===== src/rtl/burst_wf_pkg.sv =====
// burst_wf_pkg: FSM state encoding and byte-enable constant shared by the burst masters
package burst_wf_pkg;
    typedef enum logic [1:0] {
        ST_IDLE = 2'd0,
        ST_REQ  = 2'd1,
        ST_DATA = 2'd2,
        ST_DONE = 2'd3
    } state_t;
    localparam int MAX_BE_WIDTH = 128;
    localparam logic [MAX_BE_WIDTH-1:0] BE_ALL_ONES = '1;
endpackage


===== src/rtl/burst_read_wf_if.sv =====
// burst_read_wf_if: Avalon-MM read master bus plus local buffer control/stream signals
interface burst_read_wf_if #(
    parameter int ADDRESS_WIDTH     = 32,
    parameter int DATA_WIDTH        = 32,
    parameter int BYTE_ENABLE_WIDTH = 4,
    parameter int BURST_WIDTH       = 2
);
    logic [ADDRESS_WIDTH-1:0]     master_address;
    logic                         master_read;
    logic [BURST_WIDTH-1:0]       master_burstcount;
    logic [BYTE_ENABLE_WIDTH-1:0] master_byteenable;
    logic                         master_waitrequest;
    logic [DATA_WIDTH-1:0]        master_readdata;
    logic                         master_readdatavalid;
    logic                         ctrl_start;
    logic [ADDRESS_WIDTH-1:0]     ctrl_baseaddress;
    logic [BURST_WIDTH-1:0]       ctrl_burstcount;
    logic                         ctrl_busy;
    logic [BURST_WIDTH-1:0]       ctrl_address;
    logic [DATA_WIDTH-1:0]        ctrl_readdata;
    logic                         ctrl_write;
    logic                         ctrl_done;
    modport master (
        output master_address, master_read, master_burstcount, master_byteenable,
        output ctrl_busy, ctrl_address, ctrl_readdata, ctrl_write, ctrl_done,
        input  master_waitrequest, master_readdata, master_readdatavalid,
        input  ctrl_start, ctrl_baseaddress, ctrl_burstcount
    );
    modport slave (
        input  master_address, master_read, master_burstcount, master_byteenable,
        input  ctrl_busy, ctrl_address, ctrl_readdata, ctrl_write, ctrl_done,
        output master_waitrequest, master_readdata, master_readdatavalid,
        output ctrl_start, ctrl_baseaddress, ctrl_burstcount
    );
endinterface


===== src/rtl/burst_read_wf.sv =====
// burst_read_wf: Avalon-MM burst read master streaming returned beats to a local buffer
module burst_read_wf
    import burst_wf_pkg::*;
#(
    parameter int ADDRESS_WIDTH     = 32,
    parameter int DATA_WIDTH        = 32,
    parameter int BYTE_ENABLE_WIDTH = 4,
    parameter int BURST_COUNT       = 2,
    parameter int BURST_WIDTH       = 2
) (
    input logic             clk,
    input logic             reset,
    burst_read_wf_if.master bus
);
    if (BYTE_ENABLE_WIDTH * 8 != DATA_WIDTH || BYTE_ENABLE_WIDTH > MAX_BE_WIDTH ||
        BURST_COUNT < 1 || BURST_COUNT > (1 << BURST_WIDTH) - 1) begin : g_bad_params
        $error("burst_read_wf: inconsistent parameters");
    end
    state_t                   r_state;
    logic [BURST_WIDTH-1:0]   r_cnt;
    logic [BURST_WIDTH-1:0]   r_len;
    logic [ADDRESS_WIDTH-1:0] r_addr;
    logic [BURST_WIDTH-1:0]   r_bc;
    logic                     r_read;
    logic                     r_busy;
    logic                     r_done;
    logic                     w_beat;
    logic                     w_last;
    assign w_beat = bus.master_readdatavalid && r_state == ST_DATA;
    assign w_last = r_cnt == r_len - BURST_WIDTH'(1);
    always_ff @(posedge clk or negedge reset) begin
        if (!reset) begin
            r_state <= ST_IDLE;
            r_cnt   <= '0;
            r_len   <= '0;
            r_addr  <= '0;
            r_bc    <= '0;
            r_read  <= 1'b0;
            r_busy  <= 1'b0;
            r_done  <= 1'b0;
        end else begin
            r_done <= 1'b0;
            case (r_state)
                ST_IDLE: if (bus.ctrl_start && bus.ctrl_burstcount != '0) begin
                    r_addr  <= bus.ctrl_baseaddress;
                    r_bc    <= bus.ctrl_burstcount;
                    r_len   <= bus.ctrl_burstcount;
                    r_cnt   <= '0;
                    r_read  <= 1'b1;
                    r_busy  <= 1'b1;
                    r_state <= ST_REQ;
                end
                ST_REQ: if (!bus.master_waitrequest) begin
                    r_read  <= 1'b0;
                    r_state <= ST_DATA;
                end
                ST_DATA: if (w_beat) begin
                    // terminate on the latched length so a full BURST_COUNT burst never wraps
                    r_cnt   <= w_last ? '0 : r_cnt + BURST_WIDTH'(1);
                    r_busy  <= !w_last;
                    r_done  <= w_last;
                    r_state <= w_last ? ST_DONE : ST_DATA;
                end
                default: r_state <= ST_IDLE;
            endcase
        end
    end
    assign bus.master_address    = r_addr;
    assign bus.master_read       = r_read;
    assign bus.master_burstcount = r_bc;
    assign bus.master_byteenable = BE_ALL_ONES[BYTE_ENABLE_WIDTH-1:0];
    assign bus.ctrl_busy         = r_busy;
    assign bus.ctrl_done         = r_done;
    assign bus.ctrl_address      = r_cnt;
    assign bus.ctrl_readdata     = bus.master_readdata;
    assign bus.ctrl_write        = w_beat;
endmodule


===== src/flat_wrapper.sv =====
// flat-port wrapper written by rule: the top's interface ports become plain ports
module burst_read_wf_flat import burst_wf_pkg::*;
#(
    parameter int ADDRESS_WIDTH     = 32,
    parameter int DATA_WIDTH        = 32,
    parameter int BYTE_ENABLE_WIDTH = 4,
    parameter int BURST_COUNT       = 2,
    parameter int BURST_WIDTH       = 2
)
  (clk, reset, bus_master_address, bus_master_read, bus_master_burstcount, bus_master_byteenable, bus_ctrl_busy, bus_ctrl_address, bus_ctrl_readdata, bus_ctrl_write, bus_ctrl_done, bus_master_waitrequest, bus_master_readdata, bus_master_readdatavalid, bus_ctrl_start, bus_ctrl_baseaddress, bus_ctrl_burstcount);
  burst_read_wf_if #(.ADDRESS_WIDTH(ADDRESS_WIDTH), .DATA_WIDTH(DATA_WIDTH), .BYTE_ENABLE_WIDTH(BYTE_ENABLE_WIDTH), .BURST_WIDTH(BURST_WIDTH)) bus_i ();
  input logic clk;
  input logic reset;
  output wire logic [$bits(bus_i.master_address)-1:0] bus_master_address;
  output wire logic [$bits(bus_i.master_read)-1:0] bus_master_read;
  output wire logic [$bits(bus_i.master_burstcount)-1:0] bus_master_burstcount;
  output wire logic [$bits(bus_i.master_byteenable)-1:0] bus_master_byteenable;
  output wire logic [$bits(bus_i.ctrl_busy)-1:0] bus_ctrl_busy;
  output wire logic [$bits(bus_i.ctrl_address)-1:0] bus_ctrl_address;
  output wire logic [$bits(bus_i.ctrl_readdata)-1:0] bus_ctrl_readdata;
  output wire logic [$bits(bus_i.ctrl_write)-1:0] bus_ctrl_write;
  output wire logic [$bits(bus_i.ctrl_done)-1:0] bus_ctrl_done;
  input wire logic [$bits(bus_i.master_waitrequest)-1:0] bus_master_waitrequest;
  input wire logic [$bits(bus_i.master_readdata)-1:0] bus_master_readdata;
  input wire logic [$bits(bus_i.master_readdatavalid)-1:0] bus_master_readdatavalid;
  input wire logic [$bits(bus_i.ctrl_start)-1:0] bus_ctrl_start;
  input wire logic [$bits(bus_i.ctrl_baseaddress)-1:0] bus_ctrl_baseaddress;
  input wire logic [$bits(bus_i.ctrl_burstcount)-1:0] bus_ctrl_burstcount;
  assign bus_master_address = bus_i.master_address;
  assign bus_master_read = bus_i.master_read;
  assign bus_master_burstcount = bus_i.master_burstcount;
  assign bus_master_byteenable = bus_i.master_byteenable;
  assign bus_ctrl_busy = bus_i.ctrl_busy;
  assign bus_ctrl_address = bus_i.ctrl_address;
  assign bus_ctrl_readdata = bus_i.ctrl_readdata;
  assign bus_ctrl_write = bus_i.ctrl_write;
  assign bus_ctrl_done = bus_i.ctrl_done;
  assign bus_i.master_waitrequest = bus_master_waitrequest;
  assign bus_i.master_readdata = bus_master_readdata;
  assign bus_i.master_readdatavalid = bus_master_readdatavalid;
  assign bus_i.ctrl_start = bus_ctrl_start;
  assign bus_i.ctrl_baseaddress = bus_ctrl_baseaddress;
  assign bus_i.ctrl_burstcount = bus_ctrl_burstcount;
  burst_read_wf #(.ADDRESS_WIDTH(ADDRESS_WIDTH), .DATA_WIDTH(DATA_WIDTH), .BYTE_ENABLE_WIDTH(BYTE_ENABLE_WIDTH), .BURST_COUNT(BURST_COUNT), .BURST_WIDTH(BURST_WIDTH)) u_core (.clk(clk), .reset(reset), .bus(bus_i));
endmodule

===== config.mk =====
export PLATFORM = sky130hd
export DESIGN_NAME = burst_read_wf_flat
export DESIGN_NICKNAME = d
export VERILOG_FILES = /design/src/rtl/burst_wf_pkg.sv /design/src/rtl/burst_read_wf_if.sv /design/src/rtl/burst_read_wf.sv /design/src/flat_wrapper.sv
export SDC_FILE = /design/constraint.sdc
export NUM_CORES = 1
export LEC_CHECK = 0
export ABC_AREA = 0
export CAP_MARGIN = 20
export CORE_MARGIN = 8
export CORE_UTILIZATION = 31
export CTS_CLUSTER_SIZE = 8
export DETAILED_ROUTE_END_ITERATION = 7
export GPL_TIMING_DRIVEN = 0
export MAX_ROUTING_LAYER = met4
export PLACE_DENSITY = 0.88
export SYNTH_ARGS = -nofsm -noshare
export SYNTH_HDL_FRONTEND = slang
export SYNTH_SLANG_ARGS = --single-unit

===== constraint.sdc =====
create_clock -name clk -period 1.8 [get_ports clk]
set_clock_uncertainty 0.15 [all_clocks]
set_input_delay 0.36 -clock clk [delete_from_list [all_inputs] [get_ports clk]]
set_output_delay 0.36 -clock clk [all_outputs]
set_load 0.01 [all_outputs]

==> results.yml, run 1 <==
placed_design:
  gp_congestion: 0.787
  place_hpwl_mm: 4.76
  port-buffer-count: 110
  placedInstanceArea_mm2: 0.00324
global_routing:
  grt_remaining_overflow: 0
  grt_usage_pct: 12.5
  globalRouteMet1Util_pct: 13.3
  grt_pass1_vias: 1882
  global_route.peak_usage_layer: "met2"
  grt_pass1_wl_mm: 9.48
  maximum_number_of_pins_on_one_net_before_global_route_repair: 29
  grt.met3_usage_pct: 5.33
  antenna_found_initial: 0
  grtUsageMet2_pct: 21.3
floorplanning:
  io_pins: 147
  start_util_pct: 32.0
  core.rowCount: 29
  die_x_um: 96.7
  overall_die_height_um: 96.7
  die-area_mm2: 0.00935
  core_area_mm2: 0.00631
cts:
  tritoncts_buffer_count: 5
  clkTransAtPathRegs_ps: 80
  cts_tree: "yes"
  cts_num_sinks: 41
  cts-htree-levels: 2
  clockRootBuffer: "sky130_fd_sc_hd__clkbuf_8"
  clock_tree_buffer_depth: 2
  clkLatencyLatePin_ps: 290
yosys:
  synthesis.area_per_instance_um2: 12.5
  ys_types: 30
  mappedNetlistArea_mm2: 0.00202
  ys_warn_count: 0
  synth.ff_latch_count: 41
  synthCells: 161
  synth.yosys.seq_area_share_pct: 50.8
power:
  vdd_drop_max_v: 0.000722
  power.static_leakage_uw: 0.00152
  cellPowerDensity_mw_per_mm2: 1450
  totalPowerFinal_uw: 4980
routing:
  drt_wl_cell_um: 15.8
  route.antenna.remaining_nets: 0
  route.detailed.drc: 0
  via_per_inst: 4.48
  drt_iter0_markers: 70
  via_count: 1641
  firstDrtPassIters: 4
  postRouteWirelength_mm: 5.79
timing:
  min_period_ps: 1730
  post-route-period-util_pct: 96.2
  maxSlewViolCount: 0
  fmax_mhz: 578
  setup_viol: 0
  final_hold_vios: 0
  rsz0062_at_grt: "false"
setup_path:
  critPathCaptureType: "flip-flop"
  critPathMaxFanout: 4
  cp_data_required_time_ps: 1830
  worstSetupStartpointType: "flip-flop"
  setup.worst_path.class: "flip-flop to flip-flop"
  worst-endpoint-arrival_ps: 1760
finish:
  area_growth_pct: 70.1
  antenna_cells_inserted: 0
  drive_gt1_share_pct: 36.3
  design.final.nets: 364
  post-route-cell-area_mm2: 0.00344
  finalCoreUtilization_pct: 54.4
job:
  max_cap_violations: 0
worst_hold_path:
  min-delay-path-class: "input pin to async pin"
run_status:
  outcome: "completed"
-- worst paths after layout --
| path | start | endpoint | slack (ps) | cells after the start |
|---|---|---|---|---|
| max in group asynchronous | reset | u_core.bus.master_address[12] | 670 | 3 |
| worst min register to register | u_core.bus.master_address[4] | u_core.bus.master_address[4] | 360 | 1 |
| worst max-delay path | u_core.r_state[1] | u_core.r_state[1] | 70 | 5 |
| worst max register to register | u_core.r_state[1] | u_core.r_state[1] | 70 | 5 |
| worst min-delay path | reset | u_core.r_state[1] | 360 | 2 |
| min in group clk | u_core.bus.master_address[4] | u_core.bus.master_address[4] | 360 | 1 |
-- sequential cells by signal, indices dropped and copies added (netlist names) --
register	flops
u_core.bus.master_address	32
u_core.bus.ctrl_busy	1
u_core.r_state	2
u_core.bus.ctrl_done	1
u_core.bus.master_read	1
u_core.bus.ctrl_address	2
u_core.r_len	2
-- cell usage in the layout, fill, tap and decap left out, drive strengths merged, types with 3 or more instances in the layout --
master / n
clkdlybuf4s50: 104
dlygate4sd2: 4
ha: 4
mux2: 35
o21ai: 3
clkbuf: 5
buf: 48
inv: 6
dfrtp: 41
conb: 4
nor2: 5
nand2: 5
-- cell usage after synthesis --
library cell	n	area share, %
sky130_fd_sc_hd__a21o_2	1	0.43
sky130_fd_sc_hd__a21oi_1	2	0.50
sky130_fd_sc_hd__a222oi_1	1	0.50
sky130_fd_sc_hd__a22o_2	1	0.50
sky130_fd_sc_hd__a31oi_1	1	0.31
sky130_fd_sc_hd__and2b_1	1	0.37
sky130_fd_sc_hd__and2b_2	1	0.43
sky130_fd_sc_hd__buf_4	38	14
sky130_fd_sc_hd__buf_6	1	0.56
sky130_fd_sc_hd__conb_1	1	0.19
sky130_fd_sc_hd__dfrtp_1	41	51
sky130_fd_sc_hd__ha_1	4	2.5
sky130_fd_sc_hd__inv_1	6	1.1
sky130_fd_sc_hd__mux2_2	35	20
sky130_fd_sc_hd__mux2i_1	1	0.50
sky130_fd_sc_hd__nand2_1	4	0.74
sky130_fd_sc_hd__nand2_2	1	0.31
sky130_fd_sc_hd__nand2b_1	1	0.31
sky130_fd_sc_hd__nand3_1	1	0.25
sky130_fd_sc_hd__nand4b_1	1	0.43
sky130_fd_sc_hd__nor2_1	5	0.93
sky130_fd_sc_hd__nor2b_1	1	0.31
sky130_fd_sc_hd__o211ai_1	2	0.74
sky130_fd_sc_hd__o21a_1	1	0.37
sky130_fd_sc_hd__o21ai_0	3	0.74
sky130_fd_sc_hd__o22ai_1	2	0.62
sky130_fd_sc_hd__o2bb2ai_1	1	0.43
sky130_fd_sc_hd__o31a_1	1	0.43
sky130_fd_sc_hd__o31ai_2	1	0.62
sky130_fd_sc_hd__xor2_1	1	0.43
-- routing by layer --
layer  vias up  share of wire, %
met5         -                 0
met4         0              0.69
met3         4               8.2
met2        89                50
met1       790                41
li1        758                 -
-- through the flow --
stage | cells | TNS (ps) | worst slack [ps] | hold slack [ps]
5_1_grt | 366 | 0 | 6.97 | 370
2_1_floorplan | 164 | 0 | 38.4 | -85.6
6_report | 366 | 0 | 69.1 | 357
3_5_place_dp | 352 | -13780 | -442 | 152
3_3_place_gp | 351 | -49600 | -897 | 335
4_1_cts | 366 | 0 | 21.4 | 360
-- final cells by class --
type	instances	area, um2
Inverter	6	22.5
Buffer	39	300
Fill cell	544	2880
Timing Repair Buffer	118	1160
Sequential cell	41	1030
Clock inverter	2	35.0
Clock buffer	5	68.8
Multi-Input combinational cell	78	723
Tap cell	77	96.3
-- cells by family (layout without fill, tap and decap cells) --
family	after synthesis	after routing	synth area share, %
buffers and inverters	45	170	15.8
DFF	41	41	50.8
muxes	36	36	20.0
AOI/OAI and AO/OA	17	17	6.20
and+or+nand+nor	16	16	4.09
adders and majority gates	4	4	2.48
other	1	4	0.186
xor gates and xnor gates	1	1	0.434
-- what timing repair did --
action	CTS	global route
setup endpoints to repair	35	3
buffers inserted	6	0
endpoints found under the hold margin	13	0
gates resized for setup	16	5
hold buffers	1	0
pin swaps	1	1
-- critical path: stages, from the launching register on --
cell and delay, ps:
sky130_fd_sc_hd__dfrtp_1 430, sky130_fd_sc_hd__ha_4 190, sky130_fd_sc_hd__and2b_2 190, sky130_fd_sc_hd__a21o_2 210, sky130_fd_sc_hd__nor2_1 110, sky130_fd_sc_hd__mux2_2 340
-- power breakdown --
part	internal (uW)	total, uW	switching (uW)
combinational	1590	2600	1010
sequential	1380	1670	282
clock	403	716	312
No activity file was read; power rests on OpenSTA's default activity.
==> inputs of run 2 (changes only) <==
--- a/config.mk
+++ b/config.mk
@@ -11,6 +11,7 @@
 export CORE_UTILIZATION = 31
 export CTS_CLUSTER_SIZE = 8
 export DETAILED_ROUTE_END_ITERATION = 7
+export GPL_ROUTABILITY_DRIVEN = 0
 export GPL_TIMING_DRIVEN = 0
 export MAX_ROUTING_LAYER = met4
 export PLACE_DENSITY = 0.88
==> results of run 2 <==
Final layout, timing and power as in run 1 (identical DEF).
==> inputs of run 3 (changes only) <==
--- a/config.mk
+++ b/config.mk
@@ -6,15 +6,15 @@
 export NUM_CORES = 1
 export LEC_CHECK = 0
 export ABC_AREA = 0
-export CAP_MARGIN = 20
 export CORE_MARGIN = 8
-export CORE_UTILIZATION = 31
+export CORE_UTILIZATION = 34
 export CTS_CLUSTER_SIZE = 8
 export DETAILED_ROUTE_END_ITERATION = 7
 export GPL_ROUTABILITY_DRIVEN = 0
 export GPL_TIMING_DRIVEN = 0
+export HOLD_SLACK_MARGIN = 0.15
 export MAX_ROUTING_LAYER = met4
-export PLACE_DENSITY = 0.88
+export PLACE_DENSITY = 0.91
 export SYNTH_ARGS = -nofsm -noshare
 export SYNTH_HDL_FRONTEND = slang
 export SYNTH_SLANG_ARGS = --single-unit
==> constraint.sdc (replaced) <==
create_clock -name clk -period 1.9 [get_ports clk]
set_clock_uncertainty 0.15 [all_clocks]
set_input_delay 0.38 -clock clk [delete_from_list [all_inputs] [get_ports clk]]
set_output_delay 0.38 -clock clk [all_outputs]
set_load 0.01 [all_outputs]
==> results.yml, run 3 (synthesis gave the netlist of run 1 again) <==
cts:
  clockRootBuffer: "sky130_fd_sc_hd__clkbuf_8"
  cts-htree-levels: 2
  clkTransAtPathRegs_ps: 80
  cts_tree: "yes"
  clkLatencyLatePin_ps: 280
  clock_tree_buffer_depth: 2
  cts_num_sinks: 41
  tritoncts_buffer_count: 5
timing:
  setup_viol: 0
  rsz0062_at_grt: "false"
  fmax_mhz: 548
  final_hold_vios: 0
  maxSlewViolCount: 0
  tns_ps: 0
  post-route-period-util_pct: 96.1
  min_period_ps: 1830
floorplanning:
  core_area_mm2: 0.00582
  core.rowCount: 28
  die-area_mm2: 0.00866
  start_util_pct: 34.7
  io_pins: 147
  die_x_um: 93.1
  overall_die_height_um: 93.1
setup_path:
  crit_slowest_cell: "sky130_fd_sc_hd__clkdlybuf4s50_1"
  worst_path_bufs_invs: 1
  path_depth: 1
  critPathCaptureType: "output pin"
  worst_path_largest_cell_delay_ps: 570
  worstSetupStartpointType: "flip-flop"
  setup.worst_path.class: "flip-flop to output pin"
  launching_point_of_the_worst_reg2reg_path: "u_core.r_state[1]"
  critPathMaxFanout: 8
  cp_data_required_time_ps: 1370
  worst_setup_path_endpoint: "bus_ctrl_address[0]"
  setup.reg_to_reg.worst_slack_ps: 140
  cp_top_family: "buffers and inverters"
  critPathLaunch: "u_core.bus.ctrl_address[0]"
  number_of_cells_on_the_worst_reg_to_reg_path: 5
  path_cells: "clkdlybuf4s50_1"
  worst-endpoint-arrival_ps: 1300
  regToRegEndpoint: "u_core.r_state[1]"
global_routing:
  maximum_number_of_pins_on_one_net_before_global_route_repair: 26
  grt_usage_pct: 13.4
  grt_pass1_wl_mm: 8.96
  antenna_found_initial: 0
  grt_pass1_vias: 1807
  grt_remaining_overflow: 0
power:
  vdd_drop_max_v: 0.000707
  totalPowerFinal_uw: 4530
  cellPowerDensity_mw_per_mm2: 1350
  power.static_leakage_uw: 0.00148
placed_design:
  port-buffer-count: 110
  place_hpwl_mm: 4.78
finish:
  area_growth_pct: 66.7
  mostFrequentLayoutCells: "sky130_fd_sc_hd__clkdlybuf4s50_1, sky130_fd_sc_hd__buf_4, sky130_fd_sc_hd__dfrtp_1, sky130_fd_sc_hd__mux2_2, sky130_fd_sc_hd__clkbuf_8"
  design.final.nets: 359
  largest_register_ff_count: 32
  final_common_cell: "sky130_fd_sc_hd__clkdlybuf4s50_1"
  drive_gt1_share_pct: 33.8
  antenna_cells_inserted: 0
worst_hold_path:
  min-delay-path-class: "flip-flop to flip-flop"
job:
  max_cap_violations: 0
routing:
  route.antenna.remaining_nets: 0
  firstDrtPassIters: 4
  via_count: 1618
  drt_wl_cell_um: 16.0
  via_per_inst: 4.51
  drt_iter0_markers: 32
  route.detailed.drc: 0
  postRouteWirelength_mm: 5.76
run_status:
  outcome: "completed"
## run 3: changes by cell type in the layout (fill, tap and decap cells not counted), sizes merged
cell,delta
buf,-6
bufinv,-1
clkbuf,+3
clkdlybuf4s50,+3
clkinv,-1
dlygate4sd2,-3
## run 3: area by class of cell
| cell class | count | area (um2) |
|---|---|---|
| buffer | 39 | 300 |
| clock buffer | 7 | 86.3 |
| fill | 531 | 2450 |
| inverter | 6 | 22.5 |
| multi-input combinational | 78 | 707 |
| sequential | 41 | 1030 |
| tap | 75 | 93.8 |
| timing repair buffer | 113 | 1130 |
## run 3: where the power goes
part	switching [uW]	total, uW	internal (uW)	leakage [uW]
registers	275	1590	1310	0.000481
logic	919	2380	1460	0.000956
clock network	275	564	288	0.0000443
## run 3: worst min-delay path by stage
stage | to | slack, ps | from | depth (start not counted)
2_1_floorplan | u_core.bus.ctrl_address[0] | -70 | reset | 0
3_3_place_gp | u_core.bus.master_address[27] | 340 | u_core.bus.master_address[27] | 1
3_5_place_dp | u_core.bus.master_address[16] | 190 | reset | 1
4_1_cts | u_core.bus.master_address[31] | 360 | u_core.bus.master_address[31] | 1
5_1_grt | u_core.bus.master_address[31] | 370 | u_core.bus.master_address[31] | 1
6_report | u_core.bus.master_address[26] | 360 | u_core.bus.master_address[26] | 1
## run 3: per-stage QoR
stage / utilization (%) / hold slack, ps / cells / area (um2) / setup WS (ps)
2_1_floorplan: - / -65.6 / 164 / 2030 / 138
3_3_place_gp: 55.5 / 336 / 349 / 3230 / -753
3_5_place_dp: 55.7 / 185 / 350 / 3240 / -307
4_1_cts: 57.8 / 360 / 359 / 3360 / 11.0
5_1_grt: 57.9 / 366 / 359 / 3370 / 13.3
6_report: 57.9 / 355 / 359 / 3370 / 74.7
## run 3: metal layers
metal,vias to the layer above,GRT usage (%),wire length [um]
met5,-,-,0
met4,0,4.03,58
met3,6,5.45,554
met2,81,23.0,3060
met1,779,13.7,2090
li1,752,-,-
## run 3: repair_timing
item                                   in CTS  in global routing
setup buffers                               1                  0
hold buffers                                1                  0
resized for setup                           7                  7
endpoints found under the hold margin      16                  0
setup endpoints to repair                   4                 11
